**src/rtl/acc_req_arbiter.sv**
```systemverilog
// Round-robin arbiter sharing one accelerator request channel among NrPorts,
// with an in-order source-ID queue that routes responses back to requesters.
module acc_req_arbiter #(
  parameter int unsigned NrPorts        = 2,
  parameter int unsigned MaxOutstanding = 4,
  parameter int unsigned ReqWidth       = 128,
  parameter int unsigned RespWidth      = 80
) (
  input  logic                              clk_i,
  input  logic                              rst_i,
  input  logic [NrPorts-1:0]                req_valid_i,
  output logic [NrPorts-1:0]                req_ready_o,
  input  logic [NrPorts*ReqWidth-1:0]       req_data_i,
  output logic                              acc_req_valid_o,
  input  logic                              acc_req_ready_i,
  output logic [ReqWidth-1:0]               acc_req_o,
  input  logic                              acc_resp_valid_i,
  output logic                              acc_resp_ready_o,
  input  logic [RespWidth-1:0]              acc_resp_i,
  output logic [NrPorts-1:0]                resp_valid_o,
  input  logic [NrPorts-1:0]                resp_ready_i,
  output logic [RespWidth-1:0]              resp_data_o,
  output logic [$clog2(MaxOutstanding+1)-1:0] outstanding_o,
  output logic                              resp_unexpected_o
);

  localparam int unsigned PortW = (NrPorts > 1) ? $clog2(NrPorts) : 1;
  localparam int unsigned PtrW  = (MaxOutstanding > 1) ? $clog2(MaxOutstanding) : 1;
  localparam int unsigned CntW  = $clog2(MaxOutstanding + 1);

  logic [PortW-1:0] rr_q, rr_d;
  logic             lock_q, lock_d;
  logic [PortW-1:0] lock_port_q, lock_port_d;
  logic [PortW-1:0] id_q [MaxOutstanding];
  logic [PortW-1:0] id_d [MaxOutstanding];
  logic [PtrW-1:0]  wptr_q, wptr_d;
  logic [PtrW-1:0]  rptr_q, rptr_d;
  logic [CntW-1:0]  count_q, count_d;
  logic             unexp_q, unexp_d;

  logic [PortW-1:0] sel;
  logic [PortW:0]   scan;
  logic             found;
  logic             full, empty;
  logic             push, pop;
  logic [PortW-1:0] head;

  assign full  = (count_q == CntW'(MaxOutstanding));
  assign empty = (count_q == '0);
  assign head  = id_q[rptr_q];

  // Scan from rr_q upward with wrap; a stalled grant stays locked.
  always_comb begin
    sel   = rr_q;
    scan  = '0;
    found = 1'b0;
    if (lock_q) begin
      sel = lock_port_q;
    end else begin
      for (int i = 0; i < NrPorts; i++) begin
        scan = {1'b0, rr_q} + (PortW+1)'(i);
        if (scan >= (PortW+1)'(NrPorts)) begin
          scan = scan - (PortW+1)'(NrPorts);
        end
        if (!found && req_valid_i[scan[PortW-1:0]]) begin
          sel   = scan[PortW-1:0];
          found = 1'b1;
        end
      end
    end
  end

  assign acc_req_valid_o = !rst_i && req_valid_i[sel] && !full;
  assign acc_req_o       = req_data_i[sel*ReqWidth +: ReqWidth];
  assign push            = acc_req_valid_o && acc_req_ready_i;

  always_comb begin
    req_ready_o      = '0;
    req_ready_o[sel] = !rst_i && acc_req_ready_i && !full;
  end

  always_comb begin
    resp_valid_o     = '0;
    acc_resp_ready_o = 1'b0;
    if (!rst_i && !empty) begin
      resp_valid_o[head] = acc_resp_valid_i;
      acc_resp_ready_o   = resp_ready_i[head];
    end
  end

  assign pop               = acc_resp_valid_i && acc_resp_ready_o;
  assign resp_data_o       = acc_resp_i;
  assign outstanding_o     = count_q;
  assign resp_unexpected_o = unexp_q;

  always_comb begin
    rr_d        = rr_q;
    lock_d      = lock_q;
    lock_port_d = lock_port_q;
    if (push) begin
      rr_d   = (sel == PortW'(NrPorts-1)) ? '0 : sel + PortW'(1);
      lock_d = 1'b0;
    end else if (acc_req_valid_o) begin
      lock_d      = 1'b1;
      lock_port_d = sel;
    end
  end

  always_comb begin
    id_d   = id_q;
    wptr_d = wptr_q;
    rptr_d = rptr_q;
    if (push) begin
      id_d[wptr_q] = sel;
      wptr_d = (wptr_q == PtrW'(MaxOutstanding-1)) ? '0 : wptr_q + PtrW'(1);
    end
    if (pop) begin
      rptr_d = (rptr_q == PtrW'(MaxOutstanding-1)) ? '0 : rptr_q + PtrW'(1);
    end
  end

  always_comb begin
    unique case ({push, pop})
      2'b10:   count_d = count_q + CntW'(1);
      2'b01:   count_d = count_q - CntW'(1);
      default: count_d = count_q;
    endcase
  end

  assign unexp_d = unexp_q || (acc_resp_valid_i && empty);

  always_ff @(posedge clk_i or posedge rst_i) begin
    if (rst_i) begin
      rr_q        <= '0;
      lock_q      <= 1'b0;
      lock_port_q <= '0;
      wptr_q      <= '0;
      rptr_q      <= '0;
      count_q     <= '0;
      unexp_q     <= 1'b0;
      for (int i = 0; i < MaxOutstanding; i++) begin
        id_q[i] <= '0;
      end
    end else begin
      rr_q        <= rr_d;
      lock_q      <= lock_d;
      lock_port_q <= lock_port_d;
      wptr_q      <= wptr_d;
      rptr_q      <= rptr_d;
      count_q     <= count_d;
      unexp_q     <= unexp_d;
      id_q        <= id_d;
    end
  end

endmodule

```
**config.mk**
```make
export PLATFORM = sky130hd
export DESIGN_NAME = acc_req_arbiter
export DESIGN_NICKNAME = d
export VERILOG_FILES = /design/src/rtl/acc_req_arbiter.sv
export SDC_FILE = /design/constraint.sdc
export NUM_CORES = 1
export LEC_CHECK = 0
export BUFFER_PORTS_ARGS = -buffer_cell sky130_fd_sc_hd__buf_2
export CAP_MARGIN = 20
export CORE_AREA = 2 2 218 220
export CTS_BUF_LIST = sky130_fd_sc_hd__clkbuf_8
export DETAILED_ROUTE_END_ITERATION = 10
export DIE_AREA = 0 0 220 222
export PLACE_DENSITY = 0.33
export SYNTH_ARGS = -nofsm -noshare
export SYNTH_HDL_FRONTEND = slang
export SYNTH_SLANG_ARGS = --single-unit
export TNS_END_PERCENT = 20
```
**constraint.sdc**
```tcl
create_clock -name clk_i -period 2.4 [get_ports clk_i]
set_clock_uncertainty 0.15 [all_clocks]
set_input_delay 0.36 -clock clk_i [delete_from_list [all_inputs] [get_ports clk_i]]
set_output_delay 0.36 -clock clk_i [all_outputs]
set_load 0.01 [all_outputs]
```
==> impl_metrics.csv <==
group,metric,value,unit
yosys,yosys_warnings,0,
clocking,cts_sinks,15,
sta,post-route-period-util,105,%
yosys,synth_compound_area_share,1.89,%
critical_path,crit_arrival,2020,ps
yosys,yosysTopAreaCell,"mux2_2",
yosys,synthDistinctLibCells,31,
routing,route.vias.total,3633,
yosys,async_reset_ff_share,100,%
yosys,yosys.area_share.simple,3.81,%
routing,wl_per_cell,12.9,µm
yosys,avgSynthCellArea,10.8,µm²
clocking,path_clk_slew,60,ps
yosys,syn_inst,301,
final_layout,fin_area,6430,µm²
placement,pre_cts_ws,-73.0,ps
yosys,post-synth-top-count-cell,"mux2_2",
routing,drt_wl_total,16.2,mm
sta,setup_violations,128,
critical_path,path_buf_inv,3,
global_routing,grt.total_usage,5.44,%
final_layout,insertedDiodeCount,0,
critical_path,critPathLaunchType,"flip-flop",
yosys,ys_ff_latch,15,
global_routing,grt_pass1_vias,3482,
yosys,synth_mux_area_share,55.0,%
yosys,synthFlopType,"dfrtp_1",
pwr,ir_drop,0.397,mV
clocking,hold_buffers,0,
final_layout,fin_nets,1006,
yosys,synth_fa_ha_area_share,3.27,%
sta,finalHoldViolCount,0,
critical_path,startpoint,"rr_q",
critical_path,r2r_end,"outstanding_o[2]",
clocking,htree_num_levels,1,
clocking,numCtsBuffers,3,
sta,fin_ws,-130,ps
routing,ant_nets,0,
global_routing,grt_pass1_wl,20.1,mm
critical_path,critPathRequiredTime,1890,ps
routing,detail_route.vias_per_cell,2.88,
critical_path,crit_chain,"maj3_2, o21a_4, buf_12, buf_12, mux2_2, buf_2",
die,num_rows,79,
critical_path,worstSetupEndpoint,"acc_req_o[86]",
sta,slew_headroom,57.3,%
sta,worst_slew_pin_slew,640,ps
routing,drc,0,
placement,place.gp.congestion,0.749,
yosys,ys_top_cells_by_count,"mux2_2, buf_4, mux2_4",
critical_path,reg2reg_depth,9,
yosys,synth-edff-count,0,
pwr,total_power,7.15,mW
clocking,cts_tree,"done",
sta,final_max_slew_viol_count,0,
critical_path,cp-end-kind,"output port",
critical_path,critical_path_class,"flip-flop to output port",
yosys,synth_seq_area_share,11.6,%
sta,finalCriticalPeriod,2530,ps
sta,finalSetupTns,-9090,ps
die,die_area,48800,µm²
clocking,clk_latency,250,ps
critical_path,r2r_start,"rptr_q[0]",
hold_path,min_path_type,"input port to flip-flop",
die,io_pins,562,
placement,placed_cell_area,5650,µm²
critical_path,cpPeakStageDelay,390,ps
die,floorplan.initialDensity,7.02,%
final_layout,utilization,13.9,%
placement,portBuffers,401,
die,die_w,220,µm
critical_path,cp_common_cell,"buf_12",
placement,hpwl,13.8,mm
run_status,violations,"negative setup slack",
clocking,cts.path.max_buffers,2,
critical_path,crit_fanout,17,
global_routing,grt-ovfl-total,0,
clocking,root_buffer,"clkbuf_8",
flow_run,drv_cap,0,
yosys,synthesis.nets,652,
routing,drt_iter0_markers,58,
final_layout,syn_to_final_growth,98.0,%
global_routing,grt_max_degree,22,
run_status,status,"complete, but fails checks",
critical_path,cp_num_cells,6,
sta,max_freq,395,MHz
critical_path,slowest_stage,"dfrtp_1",
die,core,46300,µm²
yosys,synth_xor_area_share,0.809,%
final_layout,fill_cells,5253,
yosys,synth_top_area_share,28.8,%
critical_path,ff2ff_setup_slack,-20,ps
global_routing,antenna_found_initial,0,
pwr,leakage,3.25,nW
yosys,synthTopCellsByArea,"mux2_2, mux2_4, buf_4",
pwr,pwr_density_cell,1110,nW/µm²
yosys,synth_top_family_by_area,"multiplexers",
yosys,synth_area,3250,µm²
routing,first_pass_iters,4,
critical_path,crit_family,"buffers and inverters",
final_layout,drive_gt1_share,91.0,%
die,die_h,222,µm
sta,rsz0062_at_grt,"true",
final cells by class:
cell class                      count  area [µm²]  share of cell area, %
Timing Repair Buffer              445        3080                   47.9
Multi-Input combinational cell    180        2130                   33.1
Tap cell                          607         759                   11.8
Sequential cell                    15         375                   5.84
Clock buffer                        3        41.3                  0.642
Inverter                           10        37.5                  0.584
Clock inverter                      1        5.00                 0.0778
what timing repair did:
item / in CTS / in global routing
cloned: 0 / 5
buffers inserted: 0 / 2
setup endpoints to repair: 120 / 125
gates resized for setup: 43 / 58
pin swaps: 4 / 0
logic make-up after synthesis:
family,Yosys count
xor+xnor,3
mux,140
fa+ha+maj,8
simple gates,21
flops,15
compound gates,8
buf+inv,106
power by group:
| part | leakage [nW] | internal (mW) | switching [mW] |
|---|---|---|---|
| Sequential | 0.174 | 0.382 | 0.0870 |
| Clock | 0.0255 | 0.115 | 0.0924 |
| Combinational | 3.05 | 3.94 | 2.54 |
| Total | 3.25 | 4.44 | 2.72 |
registers in the layout, summed over array words and instances, names as in the netlist:
| register | flops |
|---|---|
| lock_q | 1 |
| rptr_q | 2 |
| rr_q | 1 |
| id_q | 4 |
| lock_port_q | 1 |
| resp_unexpected_o | 1 |
| wptr_q | 2 |
| outstanding_o | 3 |
routing by layer:
layer	GRT usage, %	part of all wire (%)
met5	0.505	0.21
met4	0.563	0.70
met3	3.44	15
met2	9.69	49
met1	5.46	35
placed cells by master, fill, tap and decap left out, types with 2 or more instances in the layout:
cell type / synthesis / final
buf_12: 0 / 6
clkbuf_8: 0 / 3
nor2_1: 8 / 8
mux2_4: 54 / 56
dfrtp_1: 15 / 15
buf_2: 7 / 319
clkbuf_16: 0 / 5
xor2_1: 2 / 2
ha_1: 6 / 5
inv_1: 10 / 10
buf_4: 80 / 20
nor4b_1: 4 / 4
mux2_2: 83 / 81
nor3_2: 1 / 2
a21o_1: 2 / 2
mux2i_1: 2 / 2
nor3_1: 3 / 2
buf_6: 8 / 93
through the flow:
stage                     cells  hold WS [ps]
final                      1261           185
after global routing       1261           175
after CTS                  1254           179
after detailed placement   1250           310
after global placement     1250           318
after floorplan             301           111
worst reg2reg max path: stages, from the launching register on:
cell and delay (ps):
dfrtp_1 360, mux4_2 550, mux2i_1 160, nor2_1 150, ha_2 200, inv_1 50
fa_2 330, xor2_1 140, nor2_1 60, xor2_1 150
worst min-delay path by stage:
stage	startpoint	end	cells past startpoint
6_report	acc_resp_valid_i	resp_unexpected_o	2
5_1_grt	acc_resp_valid_i	resp_unexpected_o	2
4_1_cts	acc_resp_valid_i	resp_unexpected_o	2
3_5_place_dp	resp_unexpected_o	resp_unexpected_o	1
3_3_place_gp	resp_unexpected_o	resp_unexpected_o	1
2_1_floorplan	rst_i	id_q[0]	1
No activity file was read; power rests on OpenSTA's default activity.
